$ cat config.mk
export PLATFORM = sky130hd
export DESIGN_NAME = uart_tx_fifo_flat
export DESIGN_NICKNAME = d
export VERILOG_FILES = /design/src/rtl/uart_pkg.sv /design/src/rtl/uart_tx_fifo_if.sv /design/src/rtl/uart_fifo_mem.sv /design/src/rtl/uart_tx_fifo.sv /design/src/flat_wrapper.sv
export SDC_FILE = /design/constraint.sdc
export NUM_CORES = 1
export LEC_CHECK = 0
export BUFFER_PORTS_ARGS = -buffer_cell sky130_fd_sc_hd__buf_2
export CORE_UTILIZATION = 50
export DETAILED_ROUTE_END_ITERATION = 6
export PLACE_DENSITY = 0.67
export SYNTH_ARGS = -nofsm -noshare
export SYNTH_HDL_FRONTEND = slang
export SYNTH_SLANG_ARGS = --single-unit
$ cat constraint.sdc
create_clock -name clk -period 2.9 [get_ports clk]
set_input_delay 0.58 -clock clk [delete_from_list [all_inputs] [get_ports clk]]
set_output_delay 0.58 -clock clk [all_outputs]
set_load 0.02 [all_outputs]
$ cat src/rtl/uart_pkg.sv
// Shared definitions for the UART transmit path: drain state encoding,
// default FIFO depth and a pointer-width helper.
package uart_pkg;

    localparam int DEFAULT_DEPTH = 16;

    typedef enum logic [1:0] {
        IDLE  = 2'd0,
        ISSUE = 2'd1,
        WAIT  = 2'd2
    } drain_state_e;

    // Width of a pointer that indexes a power-of-two array of the given depth.
    function automatic int ptr_width(input int depth);
        return (depth > 1) ? $clog2(depth) : 1;
    endfunction

endpackage

$ cat src/rtl/uart_tx_fifo_if.sv
// Bus-side push port plus UART-side data port of the transmit FIFO.
// The irq_tx_done signal exists only when UART_TX_FIFO_IRQ_EN is defined.
interface uart_tx_fifo_if
    import uart_pkg::*;
#(
    parameter int DEPTH = DEFAULT_DEPTH
);

    // Push side: wr_en is a one-cycle strobe with no back-pressure; a strobe
    // seen while full is dropped and flagged in overflow. UART side:
    // uart_dat_we is a single-cycle strobe, uart_dat_di is valid with it, and
    // the FIFO only strobes while uart_send_busy and the divider guard are low.
    logic                     wr_en;
    logic [7:0]               wr_data;
    logic                     flush;
    logic                     clr_overflow;
    logic                     full;
    logic                     empty;
    logic [$clog2(DEPTH):0]   level;
    logic                     overflow;
    logic                     uart_dat_we;
    logic [7:0]               uart_dat_di;
    logic                     uart_send_busy;
    logic                     uart_div_wr;
    drain_state_e             state;
`ifdef UART_TX_FIFO_IRQ_EN
    logic                     irq_tx_done;
`endif

    modport master (
        output wr_en, wr_data, flush, clr_overflow, uart_send_busy, uart_div_wr,
        input  full, empty, level, overflow, uart_dat_we, uart_dat_di, state
`ifdef UART_TX_FIFO_IRQ_EN
        , input irq_tx_done
`endif
    );

    modport slave (
        input  wr_en, wr_data, flush, clr_overflow, uart_send_busy, uart_div_wr,
        output full, empty, level, overflow, uart_dat_we, uart_dat_di, state
`ifdef UART_TX_FIFO_IRQ_EN
        , output irq_tx_done
`endif
    );

endinterface

$ cat src/rtl/uart_fifo_mem.sv
// Byte storage for the transmit FIFO: one synchronous write port and an
// asynchronous read port addressed by the read pointer.
module uart_fifo_mem #(
    parameter int DEPTH = 16,
    parameter int AW    = $clog2(DEPTH)
) (
    input  logic          clk,
    input  logic          we,
    input  logic [AW-1:0] waddr,
    input  logic [7:0]    wdata,
    input  logic [AW-1:0] raddr,
    output logic [7:0]    rdata
);

    logic [7:0] mem [DEPTH];

    always_ff @(posedge clk) begin
        if (we) begin
            mem[waddr] <= wdata;
        end
    end

    assign rdata = mem[raddr];

endmodule

$ cat src/rtl/uart_tx_fifo.sv
// Transmit byte FIFO ahead of simpleuart, draining one byte per idle UART frame.
// Optional tx-done interrupt output is enabled by defining UART_TX_FIFO_IRQ_EN.
module uart_tx_fifo
    import uart_pkg::*;
#(
    parameter int DEPTH = DEFAULT_DEPTH
) (
    input  logic         clk,
    input  logic         reset,
    uart_tx_fifo_if.slave bus
);

    localparam int AW = ptr_width(DEPTH);
    localparam int LW = $clog2(DEPTH) + 1;

    logic [AW-1:0] wr_ptr;
    logic [AW-1:0] rd_ptr;
    logic [LW-1:0] level_q;
    logic          overflow_q;
    logic          div_guard;
    logic          dat_we_q;
    logic [7:0]    dat_di_q;
    logic [7:0]    head_byte;
    logic          full_w;
    logic          empty_w;
    logic          push_ok;
    logic          pop;

    drain_state_e  state_q;
    drain_state_e  state_d;

    assign full_w  = (level_q == LW'(DEPTH));
    assign empty_w = (level_q == '0);
    // Full is judged on the pre-edge level, so a same-cycle pop never rescues a push.
    assign push_ok = bus.wr_en && !full_w && !bus.flush;

    uart_fifo_mem #(
        .DEPTH (DEPTH),
        .AW    (AW)
    ) u_mem (
        .clk   (clk),
        .we    (push_ok),
        .waddr (wr_ptr),
        .wdata (bus.wr_data),
        .raddr (rd_ptr),
        .rdata (head_byte)
    );

    // Drain FSM: the pop happens on the IDLE->ISSUE edge, so the byte is
    // already committed to the UART even if a flush lands during ISSUE.
    always_comb begin
        state_d = state_q;
        pop     = 1'b0;
        case (state_q)
            IDLE: begin
                if (!empty_w && !bus.uart_send_busy && !bus.uart_div_wr && !div_guard) begin
                    state_d = ISSUE;
                    pop     = 1'b1;
                end
            end
            ISSUE:   state_d = WAIT;
            WAIT:    state_d = IDLE;
            default: state_d = IDLE;
        endcase
    end

    always_ff @(posedge clk or posedge reset) begin
        if (reset) begin
            state_q <= IDLE;
        end else begin
            state_q <= state_d;
        end
    end

    always_ff @(posedge clk or posedge reset) begin
        if (reset) begin
            wr_ptr  <= '0;
            rd_ptr  <= '0;
            level_q <= '0;
        end else if (bus.flush) begin
            wr_ptr  <= '0;
            rd_ptr  <= '0;
            level_q <= '0;
        end else begin
            if (push_ok) begin
                wr_ptr <= wr_ptr + AW'(1);
            end
            if (pop) begin
                rd_ptr <= rd_ptr + AW'(1);
            end
            case ({push_ok, pop})
                2'b10:   level_q <= level_q + LW'(1);
                2'b01:   level_q <= level_q - LW'(1);
                default: level_q <= level_q;
            endcase
        end
    end

    always_ff @(posedge clk or posedge reset) begin
        if (reset) begin
            overflow_q <= 1'b0;
        end else if (bus.wr_en && full_w) begin
            overflow_q <= 1'b1;
        end else if (bus.clr_overflow) begin
            overflow_q <= 1'b0;
        end
    end

    // div_guard blocks the cycle after a divider write, when simpleuart
    // would swallow a data write while launching its dummy frame.
    always_ff @(posedge clk or posedge reset) begin
        if (reset) begin
            div_guard <= 1'b0;
            dat_we_q  <= 1'b0;
            dat_di_q  <= 8'h00;
        end else begin
            div_guard <= bus.uart_div_wr;
            dat_we_q  <= pop;
            if (pop) begin
                dat_di_q <= head_byte;
            end
        end
    end

    assign bus.full        = full_w;
    assign bus.empty       = empty_w;
    assign bus.level       = level_q;
    assign bus.overflow    = overflow_q;
    assign bus.uart_dat_we = dat_we_q;
    assign bus.uart_dat_di = dat_di_q;
    assign bus.state       = state_q;

`ifdef UART_TX_FIFO_IRQ_EN
    logic irq_q;

    always_ff @(posedge clk or posedge reset) begin
        if (reset) begin
            irq_q <= 1'b0;
        end else begin
            irq_q <= empty_w && (state_q == IDLE) && !bus.uart_send_busy;
        end
    end

    assign bus.irq_tx_done = irq_q;
`endif

endmodule

$ cat src/flat_wrapper.sv
// flat-port wrapper written by rule: the top's interface ports become plain ports
module uart_tx_fifo_flat import uart_pkg::*;
#(
    parameter int DEPTH = DEFAULT_DEPTH
)
  (clk, reset, bus_wr_en, bus_wr_data, bus_flush, bus_clr_overflow, bus_uart_send_busy, bus_uart_div_wr, bus_full, bus_empty, bus_level, bus_overflow, bus_uart_dat_we, bus_uart_dat_di, bus_state);
  uart_tx_fifo_if #(.DEPTH(DEPTH)) bus_i ();
  input  logic clk;
  input  logic reset;
  input wire logic [$bits(bus_i.wr_en)-1:0] bus_wr_en;
  input wire logic [$bits(bus_i.wr_data)-1:0] bus_wr_data;
  input wire logic [$bits(bus_i.flush)-1:0] bus_flush;
  input wire logic [$bits(bus_i.clr_overflow)-1:0] bus_clr_overflow;
  input wire logic [$bits(bus_i.uart_send_busy)-1:0] bus_uart_send_busy;
  input wire logic [$bits(bus_i.uart_div_wr)-1:0] bus_uart_div_wr;
  output wire logic [$bits(bus_i.full)-1:0] bus_full;
  output wire logic [$bits(bus_i.empty)-1:0] bus_empty;
  output wire logic [$bits(bus_i.level)-1:0] bus_level;
  output wire logic [$bits(bus_i.overflow)-1:0] bus_overflow;
  output wire logic [$bits(bus_i.uart_dat_we)-1:0] bus_uart_dat_we;
  output wire logic [$bits(bus_i.uart_dat_di)-1:0] bus_uart_dat_di;
  output wire logic [$bits(bus_i.state)-1:0] bus_state;
  assign bus_i.wr_en = bus_wr_en;
  assign bus_i.wr_data = bus_wr_data;
  assign bus_i.flush = bus_flush;
  assign bus_i.clr_overflow = bus_clr_overflow;
  assign bus_i.uart_send_busy = bus_uart_send_busy;
  assign bus_i.uart_div_wr = bus_uart_div_wr;
  assign bus_full = bus_i.full;
  assign bus_empty = bus_i.empty;
  assign bus_level = bus_i.level;
  assign bus_overflow = bus_i.overflow;
  assign bus_uart_dat_we = bus_i.uart_dat_we;
  assign bus_uart_dat_di = bus_i.uart_dat_di;
  assign bus_state = bus_i.state;
  uart_tx_fifo #(.DEPTH(DEPTH)) u_core (.clk(clk), .reset(reset), .bus(bus_i));
endmodule
# After elaboration in Yosys (flattened, before gate mapping)
# Memories as Yosys holds them, arrays and structs flattened. A register that Yosys moved wholly into a read port is not among the register bits.
# Index checks and enable logic that the tools add are counted.
[word_totals]
reg_bits = 18
ramBits = 128
word_cells = 49
memories = 1
[mem_list]
columns = ["memory", "words", "width", "rd", "rd_clocked_by_memory_dff", "write_ports", "line_no", "source"]
rows = [
  ["u_core.u_mem.mem", 16, 8, 1, 1, 1, "uart_fifo_mem.sv:15", "logic [7:0] mem [DEPTH];"],
]
[op_classes]
add_sub_neg = 4
eq_ne = 5
muxes = 14
reduce_logical = 18
[ops]
columns = ["operator", "count"]
rows = [
  ["4-bit 2-to-1 mux", 4],
  ["5-bit case mux with 2 select lines", 1],
  ["4-bit by 1-bit adder with 4-bit output (second input constant)", 2],
  ["1-bit logical AND", 6],
  ["1-bit zero test", 6],
  ["1-bit 2-to-1 mux", 6],
  ["2-bit nonzero test", 3],
  ["5-bit by 1-bit adder with 5-bit output (second input constant)", 1],
  ["5-bit equality test (second input constant)", 1],
  ["5-bit zero test", 1],
  ["5-bit 2-to-1 mux", 1],
  ["5-bit by 1-bit subtractor with 5-bit output (second input constant)", 1],
  ["2-bit by 1-bit equality test with 1-bit output (second input constant)", 2],
  ["2-bit case mux with 2 select lines", 1],
  ["3-bit nonzero test", 1],
  ["2-bit equality test (second input constant)", 1],
  ["2-bit zero test", 1],
  ["2-bit 2-to-1 mux", 1],
  ["2-bit by 1-bit inequality test with 1-bit output (second input constant)", 1],
]

# Depth between registers and ports, before layout
[logic_depth]
ltp_word = 10
mapped_depth = 11
ltp_nobuf = 10

# Cells and area by module
# Synthesis repeated with hierarchy kept, for this count alone.
[unflattened]
hier_cells = 348
area_unflattened_um2 = 6244.7
[by_module_without_submodules]
columns = ["mod", "n_inst", "cells_each", "area_each_um2"]
rows = [
  ["uart_fifo_mem", 1, 221, 4987.3],
  ["uart_tx_fifo", 1, 127, 1257.5],
]

# Least setup slack after synthesis
# No wires, ideal clock.
[synth_path]
kind = "in2reg"
from = "input bus_uart_div_wr"
to = "register u_core.level_q[4], in the netlist u_core.bus.level[4]"
arrival_time_ns = 2.624
t_required_ns = 2.765
setup_slack_ns = 0.141
cell_stages = 10
n_path_buf = 1
path_cell_list = "or4_1 > buf_2 > a211o_4 > nor2_1 > xor2_1 > ha_1 > o31a_1 > nor4_2 > o21a_1 > nor3_1"
[synth_via]
elab_chain_cells = 8
elab_cells_between_ends = 10
classes_between = "2 x eq/ne; 4 x mux; 4 x reduce/logical"
[synth_rtl]
columns = ["item", "line_no", "source"]
rows = [
  ["start, declared", "flat_wrapper.sv:15", "input wire logic [$bits(bus_i.uart_div_wr)-1:0] bus_uart_div_wr;"],
  ["1-bit zero test (*)", "uart_tx_fifo.sv:56", "if (!empty_w && !bus.uart_send_busy && !bus.uart_div_wr && !div_guard) begin"],
  ["1-bit logical AND (*) (2 in a row)", "uart_tx_fifo.sv:56", ""],
  ["1-bit 2-to-1 mux (*)", "uart_tx_fifo.sv:56", ""],
  ["1-bit 2-to-1 mux (*)", "uart_tx_fifo.sv:54", "case (state_q)"],
  ["2-bit by 1-bit equality test with 1-bit output / 2-bit equality test (equally long branches)", "uart_tx_fifo.sv:91", "case ({push_ok, pop})"],
  ["5-bit case mux with 2 select lines", "uart_tx_fifo.sv:91", ""],
  ["5-bit 2-to-1 mux", "uart_tx_fifo.sv:80", "end else if (bus.flush) begin"],
  ["end signal, assigned", "uart_tx_fifo.sv:92", "2'b10: level_q <= level_q + LW'(1);"],
  ["end signal, assigned", "uart_tx_fifo.sv:93", "2'b01: level_q <= level_q - LW'(1);"],
  ["end signal, assigned", "uart_tx_fifo.sv:94", "default: level_q <= level_q;"],
  ["end, declared", "uart_tx_fifo.sv:18", "logic [LW-1:0] level_q;"],
]
# Every way passes the cells marked *; elsewhere a longest branch is shown, timed or not.
# A chain may end at the register's enable or synchronous reset.

# Final worst setup path
[layout_path]
from = "register u_core.level_q[0], in the netlist u_core.bus.level[0]"
to = "register u_core.level_q[4], in the netlist u_core.bus.level[4]"
[layout_via]
elab_chain_cells = 10
elab_cells_between_ends = 18
classes_between = "2 x add/sub; 3 x eq/ne; 4 x mux; 9 x reduce/logical"
[layout_rtl]
columns = ["item", "line_no", "source"]
rows = [
  ["5-bit zero test", "uart_tx_fifo.sv:33", "assign empty_w = (level_q == '0);"],
  ["1-bit zero test", "uart_tx_fifo.sv:56", ""],
  ["1-bit logical AND (3 in a row)", "uart_tx_fifo.sv:56", ""],
  ["1-bit 2-to-1 mux", "uart_tx_fifo.sv:56", ""],
  ["1-bit 2-to-1 mux", "uart_tx_fifo.sv:54", ""],
  ["2-bit by 1-bit equality test with 1-bit output / 2-bit equality test (equally long branches)", "uart_tx_fifo.sv:91", ""],
  ["5-bit case mux with 2 select lines", "uart_tx_fifo.sv:91", ""],
  ["5-bit 2-to-1 mux", "uart_tx_fifo.sv:80", ""],
]
# Several ways; a longest one is shown, not always the timed one.

==> impl_metrics.tcl <==
set metrics [dict create \
    status "completed" \
    slew_viol_final 0 \
    rows 40 \
    max-slew-margin-rel_pct 33.4 \
    clockBufferDepth 2 \
    pin_count 34 \
    cap_violations 0 \
    p_seq_share_pct 48.4 \
    yosys_warnings 0 \
    grt_pass1_wl_mm 19.0 \
    fin_skew_ns 0.00511 \
    syn-cell-area_um2 6250 \
    synth_area_leader_cell "edfxtp_1" \
    drc 0 \
    rrSetupSlack_ns 0.27 \
    routabilityCongestion 0.777 \
    finalHoldWorstSlack_ns 0.280 \
    cts_setup_buffers 0 \
    r2r_cells 10 \
    reg2reg_to "u_core.bus.level[4]$_DFFE_PP0P_" \
    synth.ff_latch_count 154 \
    finalCritPeriodShare_pct 90.8 \
    grt_max_degree 35 \
    hpwl_mm 8.04 \
    fin_area_um2 7370 \
    place_area_um2 6770 \
    area_delta_synth_final_pct 18.0 \
    worst-setup-path-type "register to register" \
    leakagePower_nw 2.61 \
    drt_iter0_drc 274 \
    fin_ws_ns 0.267 \
    crit_path_end "u_core.bus.level[4]$_DFFE_PP0P_" \
    p_per_area_nw_per_um2 709 \
    reg2reg_from "u_core.bus.level[0]$_DFFE_PP0P_" \
    clkSinkCount 154 \
    io_buffers 33 \
    clk_pin_slew_ns 0.06 \
    cts_hold_buffers 0 \
    firstDrtPassIters 4 \
    crit_fanout 7 \
    avgSynthCellArea_um2 18.1 \
    hold_viol_final 0 \
    peakVddDrop_mv 0.424 \
    synth_edf_count 128 \
    die_w_um 114 \
    comb_power_share_pct 9.1 \
    root_buffer "clkbuf_16" \
    synthArstFlopShare_pct 16.9 \
    drive_above_1_share_pct 34.4 \
    cts_max_level 4 \
    p_sw_share_pct 22.9 \
    yosys-top-cells-count "edfxtp_1 (128), mux4_2 (40), nand2_1 (38), nor2_1 (29), dfrtp_1 (26)" \
    startpoint_type "register" \
    clock_latency_ns 0.42 \
    antenna_found_initial 0 \
    synth_top_area_share_pct 61.5 \
    final.setup.tns_ns 0 \
    cts_resized 0 \
    cp-end-kind "register" \
    fin_crit_ns 2.63 \
    yosys-top-cells-area "edfxtp_1 (62%), mux4_2 (14%), dfrtp_1 (10%), nand2_1 (2.3%), nor2_1 (1.7%)" \
    cts_tree "yes" \
    tightest_slew_ns 0.995 \
    fin_nets 431 \
    overflow 0 \
    critPathLaunch "u_core.bus.level[0]$_DFFE_PP0P_" \
    fillerInstances 918 \
    required_ns 3.23 \
    start_util_pct 51.6 \
    viasPerCell 5.53 \
    routedWlPerCell_um 20.7 \
    hold_path.class "input pin to register" \
    dieHeight_um 114 \
    cp.arrival_ns 2.97 \
    power.share.clock_pct 42.4 \
    ys.flop_type "edfxtp_1" \
    coreArea_um2 12100 \
    yosysMostFrequentCell "edfxtp_1" \
    seq_area_frac_synth_pct 72.0 \
    finalWirelength_mm 12.2 \
    net-switching-power_mw 1.20 \
    setup_viol 0 \
    grtUsageTotal_pct 21.1 \
    rsz0062_at_grt "false" \
    synth_fp_nets 367 \
    ant_nets 0 \
    vias 3265 \
    pre_cts_ws_ns 0.0117 \
    synth_cell_types 42 \
    timing.fmax_mhz 380 \
    die-area_um2 12900 \
    synthCells 345 \
    num_antenna_cells 0 \
    grt_pass1_vias 3366 \
    cts_inserted_buffers 17 \
    p_int_mw 4.03 \
]
==> cell families (layout without fill, tap and decap cells) <==
group	after synthesis	in the layout	share of synthesized area, %
compound gates	17	17	2.30
xor+xnor	8	8	1.12
fa+ha+maj	7	7	1.40
buf+inv	25	102	1.70
flops	154	154	72.0
mux	41	41	14.6
simple gates	93	93	6.93
==> registers in the layout, summed over array words and instances (netlist names), 2 cells and up <==
register                count
u_core.u_mem.mem          128
u_core.bus.uart_dat_di      8
u_core.bus.level            5
u_core.rd_ptr               4
u_core.wr_ptr               4
u_core.bus.state            2
==> power by group through the flow <==
| stage | clock network (mW) | registers, mW | logic [mW] |
|---|---|---|---|
| after CTS | 2.25 | 2.53 | 0.486 |
| after floorplan | 0 | 2.65 | 0.231 |
| final | 2.22 | 2.53 | 0.478 |
| after detailed placement | 0 | 2.58 | 0.484 |
| after global placement | 0 | 2.57 | 0.476 |
| after global routing | 2.34 | 2.54 | 0.526 |
==> area by class of cell <==
class,instances,area [um^2],area share [%]
flip-flops and latches,154,4500,61.0
multi-input cells,166,1650,22.3
clock buffers,19,433,5.87
repair buffers,63,390,5.29
well taps,168,210,2.85
clock inverters,13,168,2.27
inverters,7,31.3,0.424
==> layer usage <==
layer | GRT usage [%] | wire length (um)
met5 | 0 | 0
met4 | 9.56 | 286
met1 | 27.9 | 5110
met3 | 4.57 | 778
met2 | 33.7 | 6050
==> worst max-delay path: stages (launching register included) <==
cell and delay (ns):
dfrtp_1 0.46, or4_4 0.60, o21ai_0 0.24, nor2_1 0.06, nor2_1 0.16, xor2_1 0.10, ha_1 0.23, o31a_1 0.26
nor4_2 0.18, nor3_1 0.08, nor3_1 0.17
==> cells in the final DEF, fill, tap and decap left out, drive strengths merged, types with 2 or more instances in the layout <==
| cell type | count |
|---|---|
| a21oi | 2 |
| nor2 | 30 |
| or4 | 2 |
| ha | 7 |
| nor3 | 6 |
| nor4 | 3 |
| nor3b | 3 |
| buf | 63 |
| bufinv | 3 |
| inv | 9 |
| clkbuf | 19 |
| dfrtp | 26 |
| clkinvlp | 4 |
| nand2 | 38 |
| and3 | 2 |
| xor2 | 5 |
| xnor2 | 3 |
| mux4 | 40 |
| clkinv | 4 |
| o21ai | 5 |
| nand4 | 2 |
| or3 | 2 |
| edfxtp | 128 |
==> worst min-delay path by stage <==
stage                                    startpoint                         endpoint  slack, ns  depth (start not counted)
global route                        bus_uart_div_wr       u_core.div_guard$_DFF_PP0_       0.27                          1
finish                              bus_uart_div_wr       u_core.div_guard$_DFF_PP0_       0.28                          1
detailed placement  u_core.bus.state[1]$_DFFE_PP0P_  u_core.bus.state[1]$_DFFE_PP0P_       0.44                          1
global placement    u_core.bus.state[1]$_DFFE_PP0P_  u_core.bus.state[1]$_DFFE_PP0P_       0.43                          1
CTS                                 bus_uart_div_wr       u_core.div_guard$_DFF_PP0_       0.27                          1
floorplan           u_core.bus.state[1]$_DFFE_PP0P_  u_core.bus.state[1]$_DFFE_PP0P_       0.55                          1
==> metrics by stage <==
step,std cells,power [mW],util [%]
2_1_floorplan,345,2.88,-
3_3_place_gp,558,3.05,55.9
3_5_place_dp,558,3.06,55.9
4_1_cts,590,5.27,60.9
5_1_grt,590,5.41,60.9
6_report,590,5.23,60.9
Note: power is estimated with default switching activity, not from simulation.
